**src/rtl/uart_pkg.sv**
```systemverilog
// Shared definitions for the UART receive / character classification path.
package uart_pkg;

   // Receiver FSM states
   typedef enum logic [2:0] {
      IDLE  = 3'd0,
      START = 3'd1,
      DATA  = 3'd2,
      STOP  = 3'd3,
      BREAK = 3'd4
   } rx_state_e;

   // ASCII boundaries used by the classifier
   localparam logic [7:0] CH_NUL    = 8'h00;
   localparam logic [7:0] CH_TAB    = 8'h09;
   localparam logic [7:0] CH_LF     = 8'h0A;
   localparam logic [7:0] CH_CR     = 8'h0D;
   localparam logic [7:0] CH_SPACE  = 8'h20;
   localparam logic [7:0] CH_DIG_0  = 8'h30;
   localparam logic [7:0] CH_DIG_9  = 8'h39;
   localparam logic [7:0] CH_UP_A   = 8'h41;
   localparam logic [7:0] CH_UP_F   = 8'h46;
   localparam logic [7:0] CH_UP_Z   = 8'h5A;
   localparam logic [7:0] CH_LOW_A  = 8'h61;
   localparam logic [7:0] CH_LOW_F  = 8'h66;
   localparam logic [7:0] CH_LOW_Z  = 8'h7A;

   // Bit positions inside the class vector
   localparam int NUM_CLASSES    = 14;
   localparam int CL_START_STOP  = 0;
   localparam int CL_SMALL       = 1;
   localparam int CL_CAPITAL     = 2;
   localparam int CL_NUMBER      = 3;
   localparam int CL_HEX         = 4;
   localparam int CL_PUNCT_BASIC = 5;
   localparam int CL_PUNCT_FIN   = 6;
   localparam int CL_PAREN       = 7;
   localparam int CL_CURLY       = 8;
   localparam int CL_MATH        = 9;
   localparam int CL_WHITESPACE  = 10;
   localparam int CL_VOWEL       = 11;
   localparam int CL_CONSONANT   = 12;
   localparam int CL_OTHER       = 13;

   // Inclusive range test on a byte
   function automatic logic in_range(input logic [7:0] c, input logic [7:0] lo,
                                     input logic [7:0] hi);
      return (c >= lo) && (c <= hi);
   endfunction

endpackage

```
**src/rtl/uart_rx_classifier_char_class.sv**
```systemverilog
// Purely combinational byte classifier producing the multi-hot class vector.
module char_class
   import uart_pkg::*;
(
   input  logic [7:0]             ch,
   output logic [NUM_CLASSES-1:0] cls
);

   // Decode every class; 'other' is whatever no primary class claimed
   always_comb begin
      cls = '0;
      cls[CL_START_STOP] = (ch == CH_NUL);
      cls[CL_SMALL]      = in_range(ch, CH_LOW_A, CH_LOW_Z);
      cls[CL_CAPITAL]    = in_range(ch, CH_UP_A, CH_UP_Z);
      cls[CL_NUMBER]     = in_range(ch, CH_DIG_0, CH_DIG_9);
      cls[CL_HEX]        = in_range(ch, CH_DIG_0, CH_DIG_9) |
                           in_range(ch, CH_UP_A, CH_UP_F) |
                           in_range(ch, CH_LOW_A, CH_LOW_F);
      cls[CL_WHITESPACE] = (ch == CH_SPACE) | (ch == CH_TAB) |
                           (ch == CH_LF) | (ch == CH_CR);
      case (ch)
         8'h2E, 8'h2C, 8'h3A, 8'h3B, 8'h21, 8'h3F, 8'h27, 8'h22:
            cls[CL_PUNCT_BASIC] = 1'b1;                 // . , : ; ! ? ' "
         8'h23, 8'h24, 8'h25, 8'h26, 8'h40:
            cls[CL_PUNCT_FIN] = 1'b1;                   // # $ % & @
         8'h28, 8'h29, 8'h5B, 8'h5D:
            cls[CL_PAREN] = 1'b1;                       // ( ) [ ]
         8'h7B, 8'h7D:
            cls[CL_CURLY] = 1'b1;                       // { }
         8'h2B, 8'h2D, 8'h2A, 8'h2F, 8'h5C, 8'h3D, 8'h3C, 8'h3E:
            cls[CL_MATH] = 1'b1;                        // + - * / \ = < >
         default: ;
      endcase
      case (ch)
         8'h61, 8'h65, 8'h69, 8'h6F, 8'h75,
         8'h41, 8'h45, 8'h49, 8'h4F, 8'h55:
            cls[CL_VOWEL] = 1'b1;
         default: ;
      endcase
      cls[CL_CONSONANT] = (cls[CL_SMALL] | cls[CL_CAPITAL]) & ~cls[CL_VOWEL];
      cls[CL_OTHER] = ~(cls[CL_START_STOP] | cls[CL_SMALL] | cls[CL_CAPITAL] |
                        cls[CL_NUMBER] | cls[CL_PUNCT_BASIC] | cls[CL_PUNCT_FIN] |
                        cls[CL_PAREN] | cls[CL_CURLY] | cls[CL_MATH] |
                        cls[CL_WHITESPACE]);
   end

endmodule

```
**src/rtl/uart_rx_classifier.sv**
```systemverilog
// 8N1 serial receiver that registers each good byte with its class flags
// and reports framing errors as a single pulse.
module uart_rx_classifier
   import uart_pkg::*;
#(
   parameter int CLKS_PER_BIT = 16,
   parameter int SYNC_STAGES  = 2
) (
   input  logic       clk,
   input  logic       rst,
   input  logic       rx,
   output logic       valid,
   output logic [7:0] data,
   output logic       error_verify,
   output logic       start_stop,
   output logic       small_letter,
   output logic       capital_letter,
   output logic       number,
   output logic       hex_digit,
   output logic       punctuation_basic,
   output logic       punctuation_finance,
   output logic       parentheses,
   output logic       curly_braces,
   output logic       math_symbol,
   output logic       whitespace,
   output logic       vowel,
   output logic       consonant,
   output logic       other
);

   localparam int CW = $clog2(CLKS_PER_BIT);
   localparam logic [CW-1:0] CNT_LAST = CW'(CLKS_PER_BIT - 1);
   localparam logic [CW-1:0] CNT_MID  = CW'(CLKS_PER_BIT / 2 - 1);

   logic [SYNC_STAGES-1:0] sync_reg;
   logic                   rx_s;
   rx_state_e              state_reg, state_next;
   logic [CW-1:0]          cnt_reg, cnt_next;
   logic [2:0]             bi_reg, bi_next;
   logic [7:0]             shift_reg, shift_next;
   logic                   good_next, err_next;
   logic                   valid_reg, err_reg;
   logic [7:0]             data_reg;
   logic [NUM_CLASSES-1:0] flags_reg, cls_w;

   assign rx_s = sync_reg[SYNC_STAGES-1];

   // Metastability synchroniser; resets to the idle (high) line level
   always_ff @(posedge clk) begin
      if (rst) sync_reg <= '1;
      else     sync_reg <= {sync_reg[SYNC_STAGES-2:0], rx};
   end

   // Receiver state, baud counter, bit index and shift register
   always_ff @(posedge clk) begin
      if (rst) begin
         state_reg <= IDLE;
         cnt_reg   <= '0;
         bi_reg    <= '0;
         shift_reg <= '0;
      end else begin
         state_reg <= state_next;
         cnt_reg   <= cnt_next;
         bi_reg    <= bi_next;
         shift_reg <= shift_next;
      end
   end

   // Next-state logic; samples land mid-bit because START only waits half a bit
   always_comb begin
      state_next = state_reg;
      cnt_next   = cnt_reg;
      bi_next    = bi_reg;
      shift_next = shift_reg;
      good_next  = 1'b0;
      err_next   = 1'b0;
      unique case (state_reg)
         IDLE: begin
            if (!rx_s) begin
               state_next = START;
               cnt_next   = '0;
            end
         end
         START: begin
            if (cnt_reg == CNT_MID) begin
               if (rx_s) begin
                  state_next = IDLE;
               end else begin
                  state_next = DATA;
                  cnt_next   = '0;
                  bi_next    = '0;
               end
            end else begin
               cnt_next = cnt_reg + 1'b1;
            end
         end
         DATA: begin
            if (cnt_reg == CNT_LAST) begin
               cnt_next           = '0;
               shift_next[bi_reg] = rx_s;
               if (bi_reg == 3'd7) state_next = STOP;
               else                bi_next    = bi_reg + 3'd1;
            end else begin
               cnt_next = cnt_reg + 1'b1;
            end
         end
         STOP: begin
            if (cnt_reg == CNT_LAST) begin
               cnt_next = '0;
               if (rx_s) begin
                  good_next  = 1'b1;
                  state_next = IDLE;
               end else begin
                  err_next   = 1'b1;
                  state_next = BREAK;
               end
            end else begin
               cnt_next = cnt_reg + 1'b1;
            end
         end
         BREAK: begin
            // Hold here until the line recovers so a stuck-low line pulses once
            if (rx_s) state_next = IDLE;
         end
         default: state_next = IDLE;
      endcase
   end

   char_class u_char_class (
      .ch  (shift_reg),
      .cls (cls_w)
   );

   // Output registers: data/flags only move on a good byte
   always_ff @(posedge clk) begin
      if (rst) begin
         valid_reg <= 1'b0;
         err_reg   <= 1'b0;
         data_reg  <= '0;
         flags_reg <= '0;
      end else begin
         valid_reg <= good_next;
         err_reg   <= err_next;
         if (good_next) begin
            data_reg  <= shift_reg;
            flags_reg <= cls_w;
         end
      end
   end

   assign valid               = valid_reg;
   assign error_verify        = err_reg;
   assign data                = data_reg;
   assign start_stop          = flags_reg[CL_START_STOP];
   assign small_letter        = flags_reg[CL_SMALL];
   assign capital_letter      = flags_reg[CL_CAPITAL];
   assign number              = flags_reg[CL_NUMBER];
   assign hex_digit           = flags_reg[CL_HEX];
   assign punctuation_basic   = flags_reg[CL_PUNCT_BASIC];
   assign punctuation_finance = flags_reg[CL_PUNCT_FIN];
   assign parentheses         = flags_reg[CL_PAREN];
   assign curly_braces        = flags_reg[CL_CURLY];
   assign math_symbol         = flags_reg[CL_MATH];
   assign whitespace          = flags_reg[CL_WHITESPACE];
   assign vowel               = flags_reg[CL_VOWEL];
   assign consonant           = flags_reg[CL_CONSONANT];
   assign other               = flags_reg[CL_OTHER];

endmodule

```
**config.mk**
```make
export PLATFORM = sky130hd
export DESIGN_NAME = uart_rx_classifier
export DESIGN_NICKNAME = d
export VERILOG_FILES = /design/src/rtl/uart_pkg.sv /design/src/rtl/uart_rx_classifier_char_class.sv /design/src/rtl/uart_rx_classifier.sv
export SDC_FILE = /design/constraint.sdc
export NUM_CORES = 1
export LEC_CHECK = 0
export ABC_AREA = 1
export CORE_UTILIZATION = 55
export DETAILED_ROUTE_END_ITERATION = 8
export PLACE_DENSITY = 0.74
export SLEW_MARGIN = 25
export SYNTH_ARGS = -nofsm -noshare
export SYNTH_HDL_FRONTEND = slang
export SYNTH_SLANG_ARGS = --single-unit
```
**constraint.sdc**
```tcl
create_clock -name clk -period 3.16 [get_ports clk]
set_clock_uncertainty 0.15 [all_clocks]
set_input_delay 0.474 -clock clk [delete_from_list [all_inputs] [get_ports clk]]
set_output_delay 0.474 -clock clk [all_outputs]
set_load 0.01 [all_outputs]
```
==> summary.md <==
| Metric | Value |
|---|---|
| Status | finished, final reports clean |
| Pins Over Slew Limit | 0 |
| Post-DP HPWL | 4459 um |
| Post-synth EDFFs | 0 |
| Post-synthesis mux area share | 0% |
| Critical path class | reg -> reg |
| Root buf cell | clkbuf_8 |
| Synth area leaders | dfxtp_1 (36%), nand2_1 (11%), a21oi_1 (6.6%) |
| CTS tree | yes |
| Area Overhead vs Synth | 15.19% |
| Mapped cell area | 2422 um2 |
| HP Start | sync_reg[0] |
| Least-Margin Pin Slew | 0.7648 ns |
| Period utilization | between 70% and 80% |
| Max VDD drop | roughly 0.37 mV |
| Finish-stage setup viols | 0 |
| Die W | just under 70 um |
| Post-Synth Adder-Cell Area | around 1.5% |
| XOR/XNOR share of the synthesized area | less than 1% |
| Seq/Total Area, Yosys | a little over a third |
| Most numerous cell in the Yosys netlist | nand2_1 |
| Setup TNS Final | 0 ns |
| Arr. time, crit path | 2.32 ns |
| Die height | between 60 and 70 um |
| Row count | 23 |
| Worst-path fanout max | 19 |
| Die area | 4674 um2 |
| Area of the multi-input gates | around 1300 um2 |
| Timing startpoint of the critical path | cnt_reg[0] |
| CTS Hold Bufs | 0 |
| Hold Crit Class | reg -> reg |
| Ys Warns | 0 |
| Rel. slew slack | approximately half |
| FF+latch area | ~880 um2 |
| Crit-path max cell delay | 0.59 ns |
| Total CTS buffers | 5 |
| P_leak | ~1.1 nW |
| Max reg flops | 14 |
| Setup bufs post-CTS | 0 |
| Via Count | roughly 2,300 |
| Post-route ant nets | 0 |
| Fmax | roughly 450 MHz |
| Area share of the largest cell type after synthesis | 36.36% |
| Largest net degree at the start of global routing | 28 |
| Clock transition at path regs | 0.10 ns |
| PD cells | around 500 nW/um2 |
| Pre-Repair DR Iteration Count | 5 |
| Synth area leader | dfxtp_1 |
| Worst path cell trace | ha_1, nand2_1, inv_2, nand2_2, nor3_4, buf_4, o21ai_1, a31oi_1 |
| CP Capture Type | register |
| WL/cell | roughly 14 um |
| Core Region | roughly 4000 um2 |
| Compound-Gate Fraction of Synth Area | 20.09% |
| Synthesis-stage register bit count | 44 |
| Longest Clk Path Bufs | 2 |
| Largest family of logic cells by synthesized area | simple AND/OR/NAND/NOR gates |
| Drt drc | 0 |
| Global Route Usage Sum | 29.11% |
| Pwr Total | 1.383 mW |
| Avg Synthesized Cell Area | 6.981 um2 |
| CTS H-tree depth | 2 |
| Crit start category | register |
| Vias in the first global route | between 2,000 and 2,500 |
| Gpl congestion | 0.9515 |
| Clock Sinks | 44 |
| R2R setup slack | 0.92 ns |
| CP delay by family, top | simple AND/OR/NAND/NOR gates |
| Mapped Cells | around 350 |
| RR Startpoint | cnt_reg[0] |
| First-pass GRT wire length | 9873 um |
| Port Buffers | 26 |
| RSZ-0062 raised after global routing | false |
| Initial antenna violation count | 0 |
| I/O pin cnt | 27 |
| Synth Area in Simple Gates | 31.20% |
| Starting Density | ~59% |
| Clk_lat worst skew | between 0.3 and 0.4 ns |
| Final Hold Vio Count | 0 |
| Main synth FF type | dfxtp_1 |
| Starting DRT DRC Count | 169 |
| Total Wirelength | around 6000 um |
| Share of cells above drive strength 1 | ~15% |
| Async set-reset flop share out of synthesis | 0% |
| Min cycle time layout | about 2.2 ns |
| Crit-path slowest cell | nor3_4 |
| Max cap viols | 0 |
| Vias per std cell | 5.542 |
| Nets | 376 |
| ANT cells | 0 |
| Grt ovf | 0 |
| Commonest cells in the netlist | nand2_1 (73), dfxtp_1 (44), nor2_1 (38), a21oi_1 (32), inv_1 (28) |
| Fill cells | around 380 |
| Netlist cell types | 39 |
| # resized after CTS | 0 |
| Req. time, crit path | around 3.2 ns |
| Syn_nets | around 350 |
| WP buf/inv | 2 |
## path summary, 6_finish.rpt
check,cells after the start,endpoint
worst max-delay path,8,flags_reg[4]
worst min-delay path,1,sync_reg[1]
worst max register to register,8,flags_reg[4]
worst min register to register,1,sync_reg[1]
## stage by stage
| stage | cell area, um2 | std cells | hold WS (ns) | worst slack (ns) | util [%] |
|---|---|---|---|---|---|
| floorplan | 2422 | 347 | 0.2395 | 1.582 | - |
| global placement | 2675 | 413 | 0.2408 | 0.9732 | 65.00 |
| detailed placement | 2675 | 413 | 0.2465 | 0.9309 | 65.00 |
| CTS | 2790 | 421 | 0.2696 | 0.9264 | 67.80 |
| global route | 2790 | 421 | 0.2870 | 0.7627 | 67.80 |
| finish | 2790 | 421 | 0.2661 | 0.9171 | 67.80 |
## final cells by class
| class | count | share of cell area (%) |
|---|---|---|
| Multi-Input combinational cell | 247 | 46.19 |
| Sequential cell | 44 | 31.57 |
| Timing Repair Buffer | 28 | 9.865 |
| Inverter | 44 | 6.009 |
| Clock buffer | 5 | 2.466 |
| Tap cell | 50 | 2.242 |
| Clock inverter | 3 | 1.659 |
## power breakdown
| part | leakage (nW) | internal (mW) | total [mW] | switching, mW |
|---|---|---|---|---|
| clock | 0.0548 | 0.238 | 0.447 | 0.209 |
| combinational | 0.737 | 0.102 | 0.300 | 0.198 |
| sequential | 0.356 | 0.589 | 0.636 | 0.0468 |
| total | 1.15 | 0.929 | 1.38 | 0.454 |
## worst register-to-register path, cell delays in order (launching register included)
cell	delay (ns)
dfxtp_1	0.40
ha_1	0.20
nand2_1	0.09
inv_2	0.07
nand2_2	0.10
nor3_4	0.59
buf_4	0.29
o21ai_1	0.08
a31oi_1	0.19
## cell families (layout without fill, tap and decap cells)
group                      after synthesis  after routing
buffers and inverters                   56             80
and+or+nand+nor                        161            161
xor gates and xnor gates                 1              1
AOI/OAI and AO/OA                       82             82
adders and majority gates                3              3
DFF                                     44             44
## layout by cell type, fill, tap and decap left out, types with 2 or more instances in the layout
cell type and instances:
nand2_4 2, o311a_1 2, clkinv_1 2, dfxtp_1 44
inv_1 28, buf_4 2, nor2_4 3, nand3_2 2
nor3_1 4, o21ai_0 22, nor2_1 38, inv_2 13
nor2_2 6, clkbuf_8 5, nor3_4 2, o21ai_1 6
ha_1 3, a21oi_1 32, nand3_1 18, nand2_1 73
nand2_2 8, a31oi_1 3, o211ai_1 5, clkdlybuf4s50_1 26
or2_2 2, a211oi_1 3, a311oi_1 3, a21oi_2 2
## routing by layer
layer	routed length [um]	vias to the layer above	track usage, %
li1	-	1187	-
met1	2817	1037	39.72
met2	2521	97	42.28
met3	541	12	9.167
met4	106	0	10.94
met5	0	-	0
Power figures use the tool's default switching activity.
